`src/rtl/string_receiver_pkg.sv`:
```
// Shared WS2812B timing constants, FSM encodings and helpers for the string receiver.
`timescale 1ns / 1ps
package string_receiver_pkg;

  // Line timing in ns, shared with the transmitter side of the link.
  localparam int unsigned DefClkPeriodNs = 100;
  localparam int unsigned SplitNs        = 650;
  localparam int unsigned BitMaxNs       = 2000;
  localparam int unsigned BlankNs        = 40000;

  // Datapath widths.
  localparam int unsigned LenWidth    = 10;
  localparam int unsigned PixelWidth  = 24;
  localparam int unsigned BitCntWidth = 5;
  localparam int unsigned CountWidth  = 16;

  // Receiver FSM encodings.
  localparam logic [1:0] StIdleHigh = 2'd0;
  localparam logic [1:0] StLow      = 2'd1;
  localparam logic [1:0] StBlank    = 2'd2;

  // Meaning of a completed low phase.
  typedef enum logic [1:0] {
    LowOne,
    LowZero,
    LowError
  } low_class_e;

  // Round a duration in ns up to whole clock cycles.
  function automatic int unsigned get_count(input int unsigned ns, input int unsigned period_ns);
    return (ns + period_ns - 1) / period_ns;
  endfunction

  // Classify a low-phase width (cycles) that ended before the blank threshold.
  function automatic low_class_e classify_low(input logic [LenWidth-1:0] len,
                                              input logic [LenWidth-1:0] split,
                                              input logic [LenWidth-1:0] bit_max);
    if (len <= split) begin
      return LowOne;
    end
    if (len <= bit_max) begin
      return LowZero;
    end
    return LowError;
  endfunction

endpackage

```
`src/rtl/sync_2ff.sv`:
```
// Two-flop synchronizer for a single asynchronous bit, with a configurable reset value.
`timescale 1ns / 1ps
module sync_2ff #(
  parameter logic ResetVal = 1'b1
) (
  input  logic clk_i,
  input  logic rst_i,
  input  logic d_i,
  output logic q_o
);

  logic meta_q;
  logic sync_q;

  // Metastability-settling chain; both stages preset so an idle-high line looks idle.
  always_ff @(posedge clk_i) begin
    if (rst_i) begin
      meta_q <= ResetVal;
      sync_q <= ResetVal;
    end else begin
      meta_q <= d_i;
      sync_q <= meta_q;
    end
  end

  assign q_o = sync_q;

endmodule

```
`src/rtl/string_receiver.sv`:
```
// WS2812B serial receiver: decodes bits from low-phase widths, assembles 24-bit pixels,
// detects blanking gaps and flags illegal low widths.
`timescale 1ns / 1ps
module string_receiver
  import string_receiver_pkg::*;
#(
  parameter int unsigned CLK_PERIOD_NS = DefClkPeriodNs,
  parameter int unsigned kSplit_ns     = SplitNs,
  parameter int unsigned kBitMax_ns    = BitMaxNs,
  parameter int unsigned kBlank_ns     = BlankNs
) (
  input  logic                  clk,
  input  logic                  rst,
  input  logic                  sdi,
  output logic [PixelWidth-1:0] pixel_data,
  output logic                  pixel_data_valid,
  output logic                  h_blank,
  output logic                  frame_error,
  output logic [CountWidth-1:0] pixel_count
);

  localparam int unsigned KSplit  = get_count(kSplit_ns, CLK_PERIOD_NS);
  localparam int unsigned KBitMax = get_count(kBitMax_ns, CLK_PERIOD_NS);
  localparam int unsigned KBlank  = get_count(kBlank_ns, CLK_PERIOD_NS);

  localparam logic [LenWidth-1:0]    LSplit    = LenWidth'(KSplit);
  localparam logic [LenWidth-1:0]    LBitMax   = LenWidth'(KBitMax);
  localparam logic [LenWidth-1:0]    LBlank    = LenWidth'(KBlank);
  localparam logic [LenWidth-1:0]    LBlankM1  = LenWidth'(KBlank - 1);
  localparam logic [BitCntWidth-1:0] LastBit   = BitCntWidth'(PixelWidth - 1);

  // Synchronized line and edge detection.
  logic sdi_sync;
  logic sdi_dly_q;
  // Marks which pipeline stages hold genuinely sampled data rather than reset presets.
  logic [2:0] live_q;
  logic       fall;
  logic       rise;

  logic [1:0]             state_q, state_d;
  logic [LenWidth-1:0]    len_q, len_d;
  logic [PixelWidth-1:0]  shift_q, shift_d;
  logic [BitCntWidth-1:0] bit_cnt_q, bit_cnt_d;
  logic                   pend_q, pend_d;
  logic [PixelWidth-1:0]  pixel_q, pixel_d;
  logic                   valid_q, valid_d;
  logic                   blank_q, blank_d;
  logic                   err_q, err_d;
  logic [CountWidth-1:0]  count_q, count_d;
  low_class_e             low_class;

  sync_2ff #(
    .ResetVal(1'b1)
  ) u_sdi_sync (
    .clk_i(clk),
    .rst_i(rst),
    .d_i  (sdi),
    .q_o  (sdi_sync)
  );

  // Edge-detect delay flop plus liveness tracking of the synchronizer pipeline.
  always_ff @(posedge clk) begin
    if (rst) begin
      sdi_dly_q <= 1'b1;
      live_q    <= 3'b000;
    end else begin
      sdi_dly_q <= sdi_sync;
      live_q    <= {live_q[1:0], 1'b1};
    end
  end

  // A fall only counts once the delayed sample is real, so a line held low across
  // reset release is treated as mid-pulse rather than a fresh bit.
  assign fall = live_q[2] & sdi_dly_q & ~sdi_sync;
  assign rise = ~sdi_dly_q & sdi_sync;

  // Bit decoding FSM: measures the low phase and shifts decoded bits in MSB first.
  always_comb begin
    state_d   = state_q;
    len_d     = len_q;
    shift_d   = shift_q;
    bit_cnt_d = bit_cnt_q;
    pend_d    = 1'b0;
    blank_d   = 1'b0;
    err_d     = 1'b0;
    low_class = classify_low(len_q, LSplit, LBitMax);

    case (state_q)
      StIdleHigh: begin
        if (fall) begin
          state_d = StLow;
          len_d   = LenWidth'(1);
        end
      end
      StLow: begin
        if (rise) begin
          state_d = StIdleHigh;
          if (low_class == LowError) begin
            err_d     = 1'b1;
            shift_d   = '0;
            bit_cnt_d = '0;
          end else begin
            shift_d = {shift_q[PixelWidth-2:0], low_class == LowOne};
            if (bit_cnt_q == LastBit) begin
              bit_cnt_d = '0;
              pend_d    = 1'b1;
            end else begin
              bit_cnt_d = bit_cnt_q + BitCntWidth'(1);
            end
          end
        end else if (len_q >= LBlankM1) begin
          // Counter saturates at the blank threshold; BLANK never advances it.
          len_d     = LBlank;
          blank_d   = 1'b1;
          shift_d   = '0;
          bit_cnt_d = '0;
          state_d   = StBlank;
        end else begin
          len_d = len_q + LenWidth'(1);
        end
      end
      StBlank: begin
        if (rise) begin
          state_d = StIdleHigh;
        end
      end
      default: begin
        state_d = StIdleHigh;
      end
    endcase
  end

  // Output stage: publishes a completed pixel one cycle after its last bit is shifted in.
  always_comb begin
    pixel_d = pixel_q;
    valid_d = 1'b0;
    count_d = count_q;
    if (pend_q) begin
      pixel_d = shift_q;
      valid_d = 1'b1;
      if (count_q != {CountWidth{1'b1}}) begin
        count_d = count_q + CountWidth'(1);
      end
    end
    if (blank_d) begin
      count_d = '0;
    end
  end

  // State and output registers.
  always_ff @(posedge clk) begin
    if (rst) begin
      state_q   <= StIdleHigh;
      len_q     <= '0;
      shift_q   <= '0;
      bit_cnt_q <= '0;
      pend_q    <= 1'b0;
      pixel_q   <= '0;
      valid_q   <= 1'b0;
      blank_q   <= 1'b0;
      err_q     <= 1'b0;
      count_q   <= '0;
    end else begin
      state_q   <= state_d;
      len_q     <= len_d;
      shift_q   <= shift_d;
      bit_cnt_q <= bit_cnt_d;
      pend_q    <= pend_d;
      pixel_q   <= pixel_d;
      valid_q   <= valid_d;
      blank_q   <= blank_d;
      err_q     <= err_d;
      count_q   <= count_d;
    end
  end

  assign pixel_data       = pixel_q;
  assign pixel_data_valid = valid_q;
  assign h_blank          = blank_q;
  assign frame_error      = err_q;
  assign pixel_count      = count_q;

endmodule

```
`config.mk`:
```
export PLATFORM = sky130hd
export DESIGN_NAME = string_receiver
export DESIGN_NICKNAME = d
export VERILOG_FILES = /design/src/rtl/string_receiver_pkg.sv /design/src/rtl/sync_2ff.sv /design/src/rtl/string_receiver.sv
export SDC_FILE = /design/constraint.sdc
export NUM_CORES = 1
export LEC_CHECK = 0
export CAP_MARGIN = 15
export CORE_ASPECT_RATIO = 2
export CORE_MARGIN = 2
export CORE_UTILIZATION = 53
export CTS_CLUSTER_DIAMETER = 80
export DETAILED_ROUTE_END_ITERATION = 8
export GPL_TIMING_DRIVEN = 0
export PLACE_DENSITY = 0.84
export SETUP_SLACK_MARGIN = 0.02
export SLEW_MARGIN = 20
export SYNTH_ARGS = -nofsm -noshare
export SYNTH_HDL_FRONTEND = slang
export SYNTH_SLANG_ARGS = --single-unit
```
`constraint.sdc`:
```
create_clock -name clk -period 2.9 [get_ports clk]
set_input_delay 0.58 -clock clk [delete_from_list [all_inputs] [get_ports clk]]
set_output_delay 0.58 -clock clk [all_outputs]
set_load 0.02 [all_outputs]
```
## Yosys cells after proc, flatten, opt, wreduce, memory -nomap -nowiden

Cells that the tools add are included.

- Register bits after elaboration: 91

- $add $sub $neg: 3
- Magnitude comparators: 3
- Equal/unequal tests: 9
- Mux-type cells: 30
- Bitwise gates (word level): 7
- Reduce and logical (&&, ||, !) cells: 11

Operators with widths:

| cell | number |
|---|---|
| 24-bit 2-to-1 mux | 3 |
| 10-bit 2-to-1 mux | 3 |
| 5-bit 2-to-1 mux | 4 |
| 10-bit one-hot mux with 2 select lines | 1 |
| 16-bit by 1-bit adder with 16-bit output (second input constant) | 1 |
| 2-bit 2-to-1 mux | 8 |
| 16-bit inequality test (second input constant) | 1 |
| 10-bit by 1-bit adder with 10-bit output (second input constant) | 1 |
| 10-bit by 9-bit greater-or-equal comparator with 1-bit output (second input constant) | 1 |
| 10-bit by 3-bit less-or-equal comparator with 1-bit output (second input constant) | 1 |
| 10-bit by 5-bit less-or-equal comparator with 1-bit output (second input constant) | 1 |
| 1-bit 2-to-1 mux | 10 |
| 2-bit inequality test (second input constant) | 3 |
| 2-bit one-hot mux with 3 select lines | 1 |
| 3-bit AND reduction | 2 |
| 5-bit by 1-bit adder with 5-bit output (second input constant) | 1 |
| 5-bit == test (second input constant) | 1 |
| 2-bit == test (second input constant) | 2 |
| 2-bit zero test | 2 |
| 1-bit inverter | 4 |
| 2-bit AND reduction | 2 |
| 2-bit nonzero test | 2 |
| 4-bit OR reduction | 1 |
| 1-bit bitwise AND | 3 |
| 4 further kinds | 4 |

## Depth between registers and ports, before layout

- Word-level depth: 8
- Depth in mapped cells: 8
- Depth with buffers taken out: 6

## By module

A second synthesis with hierarchy kept.

- Cell total of the unflattened synthesis: 365
- Area total of the unflattened synthesis: 3648.5 um^2

By module, submodules not included:

| module | times used | cells an instance | area each (um^2) |
|---|---|---|---|
| string_receiver | 1 | 361 | 3595.9 |
| sync_2ff | 1 | 4 | 52.6 |

## Least setup slack after synthesis

OpenSTA, ideal clock, no wires.

- Kind: flip-flop to flip-flop
- From: register count_q[0] (netlist: pixel_count[0])
- To: register count_q[8] (netlist: pixel_count[8])
- Setup time: 0.070 ns
- Data arrival time: 1.863 ns
- Required time: 2.830 ns
- Path slack: 0.968 ns
- Cell stages (with the launch flop): 7
- Path buffers: 1
- Cells stage by stage: dfxtp_1 -> ha_1 -> buf_2 -> and4_1 -> nand3_1 -> or4_1 -> a21oi_1

- Longest elaborated chain between the ends: 2

RTL lines:

| item | line | source |
|---|---|---|
| start, declared | string_receiver.sv:49 | `logic [CountWidth-1:0] count_q, count_d;` |
| start signal, assigned | string_receiver.sv:173 | `count_q <= count_d;` |
| branches (longest 2 deep; another with 16-bit by 1-bit adder with 16-bit output) | -- |  |

Parallel ways; which one is timed is not known.
A chain may end at the register's enable or synchronous reset.

## Final worst setup path

- From: register len_q[0]
- To: register len_q[6]

- Longest elaborated chain between the ends: 4

RTL lines:

| item | line | source |
|---|---|---|
| start, declared | string_receiver.sv:41 | `logic [LenWidth-1:0] len_q, len_d;` |
| start signal, assigned | string_receiver.sv:165 | `len_q <= len_d;` |
| 10-bit by 1-bit adder with 10-bit output / 10-bit by 9-bit greater-or-equal comparator with 1-bit output (equally long branches) | string_receiver.sv:119, string_receiver.sv:111 |  |
| 10-bit 2-to-1 mux (*) | string_receiver.sv:111 | `end else if (len_q >= LBlankM1) begin` |
| 10-bit 2-to-1 mux (*) | string_receiver.sv:96 | `if (rise) begin` |
| 10-bit one-hot mux with 2 select lines (*) | string_receiver.sv:88 | `case (state_q)` |

Mark *: on every way between the ends. The rest lies on a longest branch, timed or not. The select of a mux whose other input is x is not followed.

==> impl_metrics.yaml <==
synth:
  async_reset_ff_share_pct: 0
  synth.cell_area_um2: 3800
  synth_flop_cell: "dfxtp_1"
  yosysWarnings: 0
  synthCells: 374
  ys_seq_elements: 91
  ys_types: 57
  syn_area_per_cell_um2: 10.2
  seq_area_frac_synth_pct: 47.9
  synth_edf_count: 0
  synth_fp_nets: 381
routing:
  wire_per_inst_um: 16.6
  routed_wl_um: 8700
  drtIter0Drc: 138
  num_vias: 3106
  firstDrtPassIters: 4
  route.detailed.drc: 0
  ant_nets: 0
  via_per_inst: 5.93
setup_path:
  cp_cell_sequence: "ha_1 > and3_2 > buf_2 > o21ai_0 > a211oi_1 > a211oi_1"
  cp_slowest_cell: "a211oi_1"
  critPathLaunchType: "flip-flop"
  crit_top_cell: "a211oi_1"
  arrival_ns: 2.37
  cp_max_fo: 6
  r2r-start: "len_q[0]"
  crit_required_ns: 3.09
  r2r_cells: 6
  reg2reg_slack_ns: 0.72
  critPathKind: "flip-flop to flip-flop"
  critPathMaxStageDelay_ns: 0.64
  crit_path_end_kind: "flip-flop"
  r2r-end: "len_q[6]"
finish:
  final_nets: 437
  syn_to_final_growth_pct: 22.8
  num_antenna_cells: 0
  drive_gt1_share_pct: 13.6
placement:
  place_ws_ns: 0.658
  io_buffers: 45
  dpl.hpwl_um: 6220
  finalWeightedCongestion: 0.854
status:
  run_status: "completed"
grt:
  antenna_found_initial: 0
  grt_overflow_total: 0
  grt_pass1_vias: 3128
  grt_max_degree: 15
  grt_pass1_wl_um: 14500
  track_usage_pct: 23.7
flow_run:
  max_cap_violations: 0
timing:
  finalHoldViolCount: 0
  tightest_slew_ns: 0.681
  finalSetupTns_ns: 0
  rsz0062_at_grt: "false"
  maxSlewHeadroom_pct: 54.6
  skew_ns: 0.00497
  finalHoldWorstSlack_ns: 0.413
  setup_viol: 0
  fin_ws_ns: 0.723
  fin_crit_ns: 2.18
  finalCritPeriodShare_pct: 75.1
  max_freq_mhz: 459
  report.final.slew_viol_count: 0
floorplanning:
  die_y_um: 124
  start_util_pct: 54.8
  dieArea_um2: 7900
  core_area_um2: 6940
  rows: 43
  die_w_um: 63.9
  boundaryPins: 46
power_and_ir_drop:
  pwr_density_cell_nw_per_um2: 533
  p_leak_nw: 1.61
  ir_drop_mv: 0.481
  totalPowerFinal_mw: 2.49
worst_hold_path:
  hp-class: "flip-flop to flip-flop"
  min_path_cells: 1
  hp-start: "u_sdi_sync.meta_q"
  min_to: "u_sdi_sync.q_o"
cts:
  ctsResizeCount: 0
  clk_pin_slew_worst_paths_ns: 0.06
  clock_path_buffers: 2
  cts_setup_buffers: 0
  root_buffer: "clkbuf_16"
  clock_latency_ns: 0.34
  cts_hold_buffers: 0
  tritoncts: "done"
  htreeDepth: 3
  cts_buffers: 9
  clock-sinks: 91
Yosys cell counts, types with 4 or more instances:
library cell	count	share of area, %
dfxtp_1	91	48
nor2_1	34	3.4
mux2i_1	28	7.4
a21oi_1	20	2.6
nand3_1	19	2.5
a22o_2	18	4.7
a211oi_1	12	2.4
clkbuf_1	11	1.1
nand2_1	8	0.79
o31ai_1	8	1.6
or4_1	8	1.6
a21boi_0	7	1.4
buf_2	7	0.92
inv_1	7	0.69
nor2b_1	7	1.2
o21ai_0	7	0.92
and4_1	6	1.4
a22o_1	5	1.2
nand4_1	5	0.82
or3_1	5	0.82
and2_1	4	0.66
ha_1	4	1.3
nor3_1	4	0.53
per-layer routing:
layer | share of wire (%) | wire (um) | global-route usage (%) | up-vias
met5 | 0 | 0 | 0 | -
met1 | 38 | 3320 | 23.7 | 1487
li1 | - | - | - | 1517
met3 | 3.3 | 288 | 5.42 | 25
met4 | 3.1 | 269 | 12.0 | 0
met2 | 55 | 4830 | 44.6 | 77
logic make-up after synthesis:
kind of cell               Yosys count  synth area share, %
and+or+nand+nor                    123                 18.5
AOI/OAI and AO/OA                   98                 20.4
DFF                                 91                 47.9
buffers and inverters               30                 4.45
muxes                               28                 7.38
adders and majority gates            4                 1.32
sequential cells by signal, summed over array words and instances (netlist names):
register and flops:
u_sdi_sync.q_o 1, state_q 2, pixel_data 24, bit_cnt_q 5, len_q 10, shift_q 24, pixel_data_valid 1, frame_error 1
u_sdi_sync.meta_q 1, sdi_dly_q 1, pixel_count 16, live_q 3, pend_q 1, h_blank 1
worst max-delay path by stage:
| stage | start | slack (ns) | endpoint | cells past startpoint |
|---|---|---|---|---|
| 3_5_place_dp | rst | 0.66 | pixel_count[3] | 6 |
| 5_1_grt | len_q[0] | 0.56 | len_q[5] | 6 |
| 4_1_cts | len_q[0] | 0.76 | len_q[6] | 6 |
| 2_1_floorplan | pixel_count[0] | 0.97 | pixel_count[8] | 6 |
| 3_3_place_gp | rst | 0.68 | pixel_count[4] | 6 |
| 6_report | len_q[0] | 0.72 | len_q[6] | 6 |
layout make-up:
| type | count | area [um2] |
|---|---|---|
| Multi-Input combinational cell | 253 | 1810 |
| Timing Repair Buffer | 45 | 450 |
| Sequential cell | 91 | 1820 |
| Inverter | 7 | 26.3 |
| Buffer | 23 | 143 |
| Clock buffer | 12 | 256 |
| Clock inverter | 3 | 46.3 |
| Tap cell | 90 | 113 |
| Fill cell | 525 | 2270 |
per-stage QoR:
step	util (%)	std cells	area [um2]
2_1_floorplan	-	374	3800
3_3_place_gp	62.9	509	4360
3_5_place_dp	62.9	509	4360
4_1_cts	67.2	524	4670
5_1_grt	67.2	524	4670
6_report	67.2	524	4670
cells in the final DEF (no fill, tap or decap), drive strengths merged, types with 2 or more instances in the layout:
cell type | synthesis | final
a21o | 2 | 2
o2111ai | 3 | 3
clkbuf | 12 | 24
nor3 | 5 | 5
inv | 7 | 8
and4 | 6 | 6
buf | 11 | 11
clkdlybuf4s50 | 0 | 45
a21oi | 20 | 20
o41ai | 3 | 3
and4b | 2 | 2
nand3 | 19 | 19
a32o | 3 | 3
nand2b | 2 | 2
nand2 | 9 | 9
a211oi | 12 | 12
and2 | 4 | 4
nor2b | 7 | 7
nor2 | 35 | 35
ha | 4 | 4
a211o | 2 | 2
mux2i | 28 | 28
a22o | 23 | 23
nand4 | 5 | 5
or3 | 5 | 5
a21boi | 7 | 7
or4b | 2 | 2
or4 | 9 | 9
and3 | 4 | 4
or2 | 3 | 3
o31ai | 8 | 8
o21ai | 8 | 8
dfxtp | 91 | 91
worst max-delay path, delay by kind of cell, from the launching register on:
family | cells | cell delay (ns)
buffers and inverters | 1 | 0.22
DFF | 1 | 0.43
adders and majority gates | 1 | 0.22
and+or+nand+nor | 1 | 0.18
AOI/OAI and AO/OA | 3 | 0.98
power by group:
| part | total (mW) | internal [mW] | leakage (nW) | switching, mW |
|---|---|---|---|---|
| registers | 1.26 | 1.25 | 0.734 | 0.00254 |
| clock network | 1.18 | 0.713 | 0.145 | 0.470 |
| logic | 0.0478 | 0.0162 | 0.728 | 0.0316 |
Note: power is estimated with default switching activity, not from simulation.
